### src/rtl/axis_video_frame_sink.sv
// AXI4-Stream video frame sink.
// Consumes one frame of IMG_WIDTH x IMG_HEIGHT pixels. It reports each completed
// frame with a checksum and a frame count, and keeps sticky line-length and
// restart error flags.
//
// Handshake: a beat is transferred on a rising ACLK edge where s_axis_tvalid and
// s_axis_tready are both 1. s_axis_tready is a registered copy of the ready
// decision for the next cycle. It is high in WAIT_SOF. It is high in ACTIVE,
// except on optional stall cycles. It is low in IDLE and DONE.
module axis_video_frame_sink #(
  parameter int DATA_WIDTH = 16,
  parameter int IMG_WIDTH  = 1920,
  parameter int IMG_HEIGHT = 1080,
  parameter int STALL_EN   = 0
) (
  input  logic                  ACLK,
  input  logic                  ARESETN,
  input  logic                  s_axis_tvalid,
  output logic                  s_axis_tready,
  input  logic [DATA_WIDTH-1:0] s_axis_tdata,
  input  logic                  s_axis_tuser,
  input  logic                  s_axis_tlast,
  input  logic                  enable,
  input  logic                  err_clear,
  output logic                  frame_done,
  output logic [15:0]           frame_count,
  output logic [31:0]           frame_checksum,
  output logic [3:0]            err_status,
  output logic [1:0]            dbg_state
);

  localparam int XW = (IMG_WIDTH  > 1) ? $clog2(IMG_WIDTH)  : 1;
  localparam int YW = (IMG_HEIGHT > 1) ? $clog2(IMG_HEIGHT) : 1;
  localparam logic [XW-1:0] X_LAST = XW'(IMG_WIDTH - 1);
  localparam logic [YW-1:0] Y_LAST = YW'(IMG_HEIGHT - 1);

  typedef enum logic [1:0] {
    S_IDLE     = 2'd0,
    S_WAIT_SOF = 2'd1,
    S_ACTIVE   = 2'd2,
    S_DONE     = 2'd3
  } state_t;

  state_t          state_q, state_d;
  logic [XW-1:0]   x_q, x_d;
  logic [YW-1:0]   y_q, y_d;
  logic [31:0]     sum_q, sum_d;
  logic [1:0]      stall_q, stall_d;
  logic            tready_q, tready_d;
  logic            done_q, done_d;
  logic [15:0]     count_q, count_d;
  logic [31:0]     cksum_q, cksum_d;
  logic [2:0]      err_q, err_d;

  // Per-beat scratch values used by the next-state logic.
  logic            accept;
  logic            take;
  logic            line_end;
  logic [XW-1:0]   beat_x;
  logic [YW-1:0]   beat_y;
  logic [31:0]     base_sum;
  logic [31:0]     pix;
  logic [2:0]      err_set;

  assign accept = s_axis_tvalid && tready_q;
  assign pix    = 32'(s_axis_tdata);

  // Next-state decode: FSM transitions, pixel/line tracking, checksum and error detection.
  always_comb begin
    state_d  = state_q;
    x_d      = x_q;
    y_d      = y_q;
    sum_d    = sum_q;
    err_set  = 3'b000;
    take     = 1'b0;
    line_end = 1'b0;
    beat_x   = x_q;
    beat_y   = y_q;
    base_sum = sum_q;

    case (state_q)
      S_IDLE: begin
        if (enable) state_d = S_WAIT_SOF;
      end
      S_WAIT_SOF: begin
        if (!enable) begin
          state_d = S_IDLE;
        end else if (accept && s_axis_tuser) begin
          // Start of frame: this beat is pixel (0,0).
          take     = 1'b1;
          beat_x   = '0;
          beat_y   = '0;
          base_sum = '0;
        end
      end
      S_ACTIVE: begin
        if (!enable) begin
          state_d = S_IDLE;
        end else if (accept) begin
          take = 1'b1;
          if (s_axis_tuser) begin
            // Unexpected start of frame: abort and restart from this beat.
            err_set[2] = 1'b1;
            beat_x     = '0;
            beat_y     = '0;
            base_sum   = '0;
          end
        end
      end
      S_DONE: begin
        state_d = enable ? S_WAIT_SOF : S_IDLE;
      end
      default: state_d = S_IDLE;
    endcase

    if (take) begin
      sum_d    = base_sum + pix;
      line_end = s_axis_tlast || (beat_x == X_LAST);
      if (s_axis_tlast && (beat_x != X_LAST))  err_set[0] = 1'b1;
      if (!s_axis_tlast && (beat_x == X_LAST)) err_set[1] = 1'b1;
      if (line_end) begin
        x_d = '0;
        if (beat_y == Y_LAST) begin
          y_d     = '0;
          state_d = S_DONE;
        end else begin
          y_d     = beat_y + YW'(1);
          state_d = S_ACTIVE;
        end
      end else begin
        x_d     = beat_x + XW'(1);
        y_d     = beat_y;
        state_d = S_ACTIVE;
      end
    end
  end

  // Registered-output decode.
  // Ready and the frame report are computed from the next state, so they line up with the state register.
  always_comb begin
    stall_d  = stall_q + 2'd1;
    tready_d = (state_d == S_WAIT_SOF) ||
               ((state_d == S_ACTIVE) && !((STALL_EN != 0) && (stall_d == 2'd3)));
    done_d   = (state_d == S_DONE);
    count_d  = done_d ? (count_q + 16'd1) : count_q;
    cksum_d  = done_d ? sum_d : cksum_q;
    err_d    = (err_clear ? 3'b000 : err_q) | err_set;
  end

  // State and output registers with asynchronous reset.
  always_ff @(posedge ACLK or negedge ARESETN) begin
    if (!ARESETN) begin
      state_q  <= S_IDLE;
      x_q      <= '0;
      y_q      <= '0;
      sum_q    <= '0;
      stall_q  <= '0;
      tready_q <= 1'b0;
      done_q   <= 1'b0;
      count_q  <= '0;
      cksum_q  <= '0;
      err_q    <= '0;
    end else begin
      state_q  <= state_d;
      x_q      <= x_d;
      y_q      <= y_d;
      sum_q    <= sum_d;
      stall_q  <= stall_d;
      tready_q <= tready_d;
      done_q   <= done_d;
      count_q  <= count_d;
      cksum_q  <= cksum_d;
      err_q    <= err_d;
    end
  end

  assign s_axis_tready  = tready_q;
  assign frame_done     = done_q;
  assign frame_count    = count_q;
  assign frame_checksum = cksum_q;
  assign err_status     = {1'b0, err_q};
  assign dbg_state      = state_q;

endmodule

### config.mk
export PLATFORM = sky130hd
export DESIGN_NAME = axis_video_frame_sink
export DESIGN_NICKNAME = d
export VERILOG_FILES = /design/src/rtl/axis_video_frame_sink.sv
export SDC_FILE = /design/constraint.sdc
export NUM_CORES = 1
export LEC_CHECK = 0
export BUFFER_PORTS_ARGS = -buffer_cell sky130_fd_sc_hd__buf_2
export CAP_MARGIN = 10
export CORE_ASPECT_RATIO = 1.75
export CORE_UTILIZATION = 50
export CTS_CLUSTER_DIAMETER = 100
export CTS_CLUSTER_SIZE = 25
export DETAILED_ROUTE_END_ITERATION = 6
export GPL_TIMING_DRIVEN = 0
export PLACE_DENSITY = 0.77
export SLEW_MARGIN = 10
export SYNTH_ARGS = -nofsm -noshare
export SYNTH_HDL_FRONTEND = slang
export SYNTH_SLANG_ARGS = --single-unit
export TNS_END_PERCENT = 20
### constraint.sdc
create_clock -name ACLK -period 5 [get_ports ACLK]
set_input_delay 0.75 -clock ACLK [delete_from_list [all_inputs] [get_ports ACLK]]
set_output_delay 0.75 -clock ACLK [all_outputs]
set_load 0.02 [all_outputs]
==> results.cfg, run 1 <==
[global_route]
grt_max_degree = 60
grt_use_total_pct = 24.25
antenna_found_initial = 0
grt_pass1_vias = 5005
overflow = 0
grt_pass1_wl_um = 23570

[routing]
ant_nets = 0
wl_um = 14250
vias = 4894
dr.pass1.iters = 6
vias_per_cell = 5.918
drc = 4
detail_route.iter0.violations = 306
detail_route.wl_per_cell_um = 17.23

[sta]
hold_violations = 0
rsz0062_at_grt = false
setup_viol = 0
min_period_ns = 4.675
min_period_over_period_pct = 93.51
fmaxAchievable_mhz = 213.9
clock-skew-final_ns = 0.01070
max_slew_margin_pct = 33.86
slew_violations = 0
tightest_slew_ns = 0.9911

[worst_setup_path]
r2r_cells = 20
worstPathArrival_ns = 4.92
critical_path_class = flip-flop to flip-flop
rr_startpoint = dbg_state[0]$_DFF_PN0_
r2r_slack_ns = 0.32
rr_endpoint = frame_count[13]$_DFFE_PN0P_
cp.required_ns = 5.25
cp-end-kind = flip-flop
startpoint_type = flip-flop
crit_fanout = 10

[die]
core_area_sq_um = 11520
row_count = 52
dieWidth_um = 84.12
die-area_sq_um = 12260
start_util_pct = 51.24
die_h_um = 145.7
io_pins = 79

[pwr]
power_frac_seq_pct = 35.0
internal_power_w = 0.001954
combinationalPowerShare_pct = 44.4
p_sw_w = 0.001388
power_switching_share_pct = 41.53
power-per-cell-area_nw_per_um2 = 491.9
ir_worst_vdd_v = 0.0003332
pwr-share-clk_pct = 20.5
leakagePower_nw = 3.227

[clock_tree]
cts_tree = built
clk_latency_ns = 0.36
htreeDepth = 3
clkTransAtPathRegs_ns = 0.08
post_cts_buffers = 0
cts_made_buffers = 9
cts_sinks = 109
cts_root_buf = clkbuf_16
cts_buffer_depth = 2

[run_status]
violations = design-rule violations
status = finished with violations

[yosys]
netlist_area_sq_um = 5901
yosysTopAreaCell = dfrtp_1
synthTopCellsByArea = dfrtp_1 (46%), nand2_1 (5.3%), ha_1 (5.3%)
yosysSeqAreaShare_pct = 46.23
synth_common_cells = dfrtp_1 (109), nand2_1 (84), o21ai_0 (45)
yosys_most_used_dff = dfrtp_1
synth_most_common_cell = dfrtp_1
netlist_instances = 599
synth-edff-count = 0
synth_top_area_share_pct = 46.23
yosysUniqueCellTypes = 67
synth_warnings = 0
asyncSetResetFlopFracSynth_pct = 100.0
synth-seq-cells = 109
synth_nets = 648
syn_avg_cell_area_sq_um = 9.851

[final_layout]
layout.nets = 736
area_growth_pct = 15.16
fin_util_pct = 59.01
diodes = 0
final_cells = 827
drive_gt1_share_pct = 20.95

[worst_hold_path]
hp-class = input pin to async pin

[placement]
port_buffers = 77
place_congestion = 0.8971
dp_hpwl_um = 10570
place_inst = 812

[job]
max_cap_violations = 0
## routing by layer
metal	wire length [um]	GRT usage [%]
met1	5504	27.03
met2	7815	44.71
met3	484	2.552
met4	444	12.84
met5	0	0
## worst max-delay path by stage
stage                           startpoint                              to  cells after the start
floorplan                     s_axis_tuser     frame_count[13]$_DFFE_PN0P_                     18
global placement              s_axis_tuser  frame_checksum[27]$_DFFE_PN0P_                     16
detailed placement            s_axis_tuser  frame_checksum[26]$_DFFE_PN0P_                     16
CTS                 dbg_state[0]$_DFF_PN0_     frame_count[13]$_DFFE_PN0P_                     20
global route        dbg_state[0]$_DFF_PN0_     frame_count[13]$_DFFE_PN0P_                     20
finish              dbg_state[0]$_DFF_PN0_     frame_count[13]$_DFFE_PN0P_                     20
## kinds of logic after synthesis
family | count (synthesis) | synth area share [%]
mux | 30 | 5.598
xor+xnor | 39 | 5.789
simple gates | 221 | 18.74
compound gates | 134 | 14.99
flops | 109 | 46.23
other cells | 1 | 0.06355
buf+inv | 39 | 2.947
fa+ha+maj | 26 | 5.640
## final cells by class
type / instances / area (sq um)
Fill cell: 991 / 4721
Multi-Input combinational cell: 451 / 3024
Sequential cell: 109 / 2728
Timing Repair Buffer: 78 / 419.2
Clock buffer: 10 / 229.0
Tap cell: 135 / 168.9
Buffer: 20 / 111.4
Inverter: 18 / 67.56
Clock inverter: 6 / 47.55
## cells in the final DEF, fill, tap and decap left out, drive strengths merged, types with 21 or more instances in the layout
cell	n
dfrtp	109
nand2	84
buf	83
o21ai	49
nor2	31
nand3	30
ha	25
clkbuf	25
and2	24
mux2	24
a21oi	21
## what timing repair did
| item | in CTS | in global routing |
|---|---|---|
| gates resized for setup | 5 | 7 |
| hold buffers | 0 | 0 |
| setup endpoints to repair | 39 | 39 |
| pin swaps | 0 | 0 |
| hold endpoints to repair | 0 | 0 |
| cloned | 0 | 0 |
## state kept, by name (all words and copies together), names as in the netlist
name / flops
frame_checksum: 32
sum_q: 32
frame_count: 16
x_q: 11
y_q: 11
err_q: 3
dbg_state: 2
frame_done: 1
s_axis_tready: 1
## power groups by stage
stage	clock [W]	combinational (W)	sequential, W
global placement	0	0.00138	0.00117
detailed placement	0	0.00143	0.00118
finish	0.000687	0.00149	0.00117
CTS	0.000695	0.00146	0.00117
floorplan	0	0.000949	0.00126
global route	0.000727	0.00163	0.00119
## stage by stage
step | setup slack [ns] | setup TNS, ns | instance area, sq um | hold slack (ns) | power, W
after global placement | -0.6873 | -21.99 | 6455 | 0.4574 | 0.002551
after CTS | 0.06741 | 0 | 6778 | 0.3411 | 0.003320
final | 0.3246 | 0 | 6795 | 0.3144 | 0.003342
after detailed placement | -0.7321 | -25.11 | 6489 | 0.4604 | 0.002617
after floorplan | 0.6193 | 0 | 5901 | 0.4493 | 0.002212
after global routing | 0.001488 | 0 | 6795 | 0.3521 | 0.003552
## critical path, stage by stage (launching register included)
cell and delay (ns):
dfrtp_1 0.43, inv_1 0.10, ha_1 0.22, nor2_1 0.10, o21ai_4 0.24, buf_4 0.24, clkbuf_4 0.23, and2_1 0.14
ha_1 0.22, nand3_1 0.20, o31a_1 0.43, nor4_2 0.33, nor2_1 0.18, a31oi_2 0.24, ha_2 0.27, and3_1 0.19
nand4_1 0.16, nor2_2 0.16, and2_1 0.21, nand3_1 0.11, xnor2_1 0.13
Note: power is estimated with default switching activity, not from simulation.
==> inputs of run 2 (changes only) <==
Clock period 5 ns to 4.64 ns, I/O delays scaled along.
==> results.cfg, run 2 (synthesis gave the netlist of run 1 again) <==
[run_status]
status = finished with violations
violations = design-rule violations

[routing]
vias = 4982
drc = 4
vias_per_cell = 5.924
detail_route.wl_per_cell_um = 17.42
wl_um = 14650
dr.pass1.iters = 6
detail_route.iter0.violations = 312
ant_nets = 0

[die]
row_count = 52
io_pins = 79
start_util_pct = 51.24
die-area_sq_um = 12260
core_area_sq_um = 11520
dieWidth_um = 84.12
die_h_um = 145.7

[sta]
fmaxAchievable_mhz = 228.4
holdWs_ns = 0.2597
min_period_over_period_pct = 94.37
tightest_slew_ns = 0.9854
max_slew_margin_pct = 34.24
slew_violations = 0
clock-skew-final_ns = 0.007800
hold_violations = 0
setup_viol = 0
min_period_ns = 4.379

[clock_tree]
cts_made_buffers = 9
clk_latency_ns = 0.36
htreeDepth = 3
cts_buffer_depth = 2
cts_tree = built
cts_root_buf = clkbuf_16
cts_sinks = 109
clkTransAtPathRegs_ns = 0.07

[worst_setup_path]
cp-end-kind = flip-flop
critical_path_class = flip-flop to flip-flop
crit_fanout = 10
cp.required_ns = 4.88
r2r_cells = 17
path_buf_inv = 5
cp_slowest_cell = dfrtp_1
path_delay_family = buffers and inverters
startpoint_type = flip-flop
slowest_delay_ns = 0.44
worstPathArrival_ns = 4.62
path_cells = inv_1 > ha_1 > nor2_1 > o21ai_2 > buf_4 > clkbuf_4 > and2_1 > ha_1 > nand3_2 > o31a_1 > nor4_4 > nor2_2 > a31oi_2 > ha_2 > buf_4 > clkbuf_1 > mux2_2
cp.depth = 17

[pwr]
power-per-cell-area_nw_per_um2 = 537.4
ir_worst_vdd_v = 0.0003579
leakagePower_nw = 3.295

[final_layout]
mostFrequentLayoutCells = dfrtp_1 (109), nand2_1 (84), buf_2 (76)
n_fill_cell = 977
diodes = 0
drive_gt1_share_pct = 22.80
area_growth_pct = 17.05
fin_util_pct = 59.97
layout_commonest_cell = dfrtp_1
layout.nets = 750

[placement]
dp_hpwl_um = 10570
port_buffers = 77
place_congestion = 0.8971

[global_route]
grt_pass1_wl_um = 23890
antenna_found_initial = 0
grt_pass1_vias = 5089
overflow = 0
grt_use_total_pct = 24.57
grt_max_degree = 60

[job]
max_cap_violations = 0

[worst_hold_path]
hp-class = input pin to async pin
==> run 2: cell type report <==
type / count / area, sq um / area share (%)
tap: 135 / 168.9 / 2.446
timing repair buffer: 91 / 516.7 / 7.482
sequential: 109 / 2728 / 39.49
clock buffer: 10 / 229.0 / 3.315
buffer: 21 / 116.4 / 1.685
multi-input combinational: 451 / 3033 / 43.91
inverter: 18 / 67.56 / 0.9783
clock inverter: 6 / 47.55 / 0.6884
==> run 2: worst paths after layout <==
check	from	endpoint	slack, ns
worst max-delay path	dbg_state[0]$_DFF_PN0_	frame_checksum[4]$_DFFE_PN0P_	0.26
worst min-delay path	ARESETN	frame_count[10]$_DFFE_PN0P_	0.26
worst max register to register	dbg_state[0]$_DFF_PN0_	frame_checksum[4]$_DFFE_PN0P_	0.26
worst min register to register	frame_count[15]$_DFFE_PN0P_	frame_count[15]$_DFFE_PN0P_	0.46
max in group asynchronous	ARESETN	frame_checksum[3]$_DFFE_PN0P_	3.72
min in group ACLK	frame_count[15]$_DFFE_PN0P_	frame_count[15]$_DFFE_PN0P_	0.46
==> run 2: what timing repair did <==
action                                  4_1_cts  5_1_grt
gates cloned                                  0        0
endpoints found under the setup margin       50       39
buffers inserted                             11        2
pin swaps                                     2        1
resized for setup                             7        8
hold buffers                                  0        0
==> run 2: worst reg2reg max path: cells and delay by family (launching register included) <==
kind                       cells  cell delay [ns]
and+or+nand+nor                5             0.82
DFF                            1             0.44
adders and majority gates      3             0.69
buffers and inverters          5             1.13
AOI/OAI and AO/OA              3             0.78
muxes                          1             0.40
==> run 2: layer usage <==
layer	GRT usage, %	vias to the layer above	wire [um]
met5	0	-	0
met4	13.53	0	570
met3	2.779	40	458
met2	45.33	146	7996
li1	-	2339	-
met1	27.02	2457	5627
==> run 2: per-stage QoR <==
stage          cell area, sq um   TNS (ns)  power [W]  setup slack (ns)  std cells
3_3_place_gp               6455     -37.28   0.002749           -0.9933        811
5_1_grt                    6907  -0.008259   0.003935         -0.008259        841
6_report                   6907          0   0.003712            0.2612        841
4_1_cts                    6865          0   0.003677           0.05155        839
3_5_place_dp               6489     -41.16   0.002820            -1.038        812
2_1_floorplan              5901          0   0.002383            0.3133        599
==> run 2: power breakdown <==
| part | switching, W | internal, W | total (W) |
|---|---|---|---|
| sequential | 0.000128 | 0.00113 | 0.00126 |
| combinational | 0.00103 | 0.000682 | 0.00171 |
| clock | 0.000369 | 0.000369 | 0.000738 |
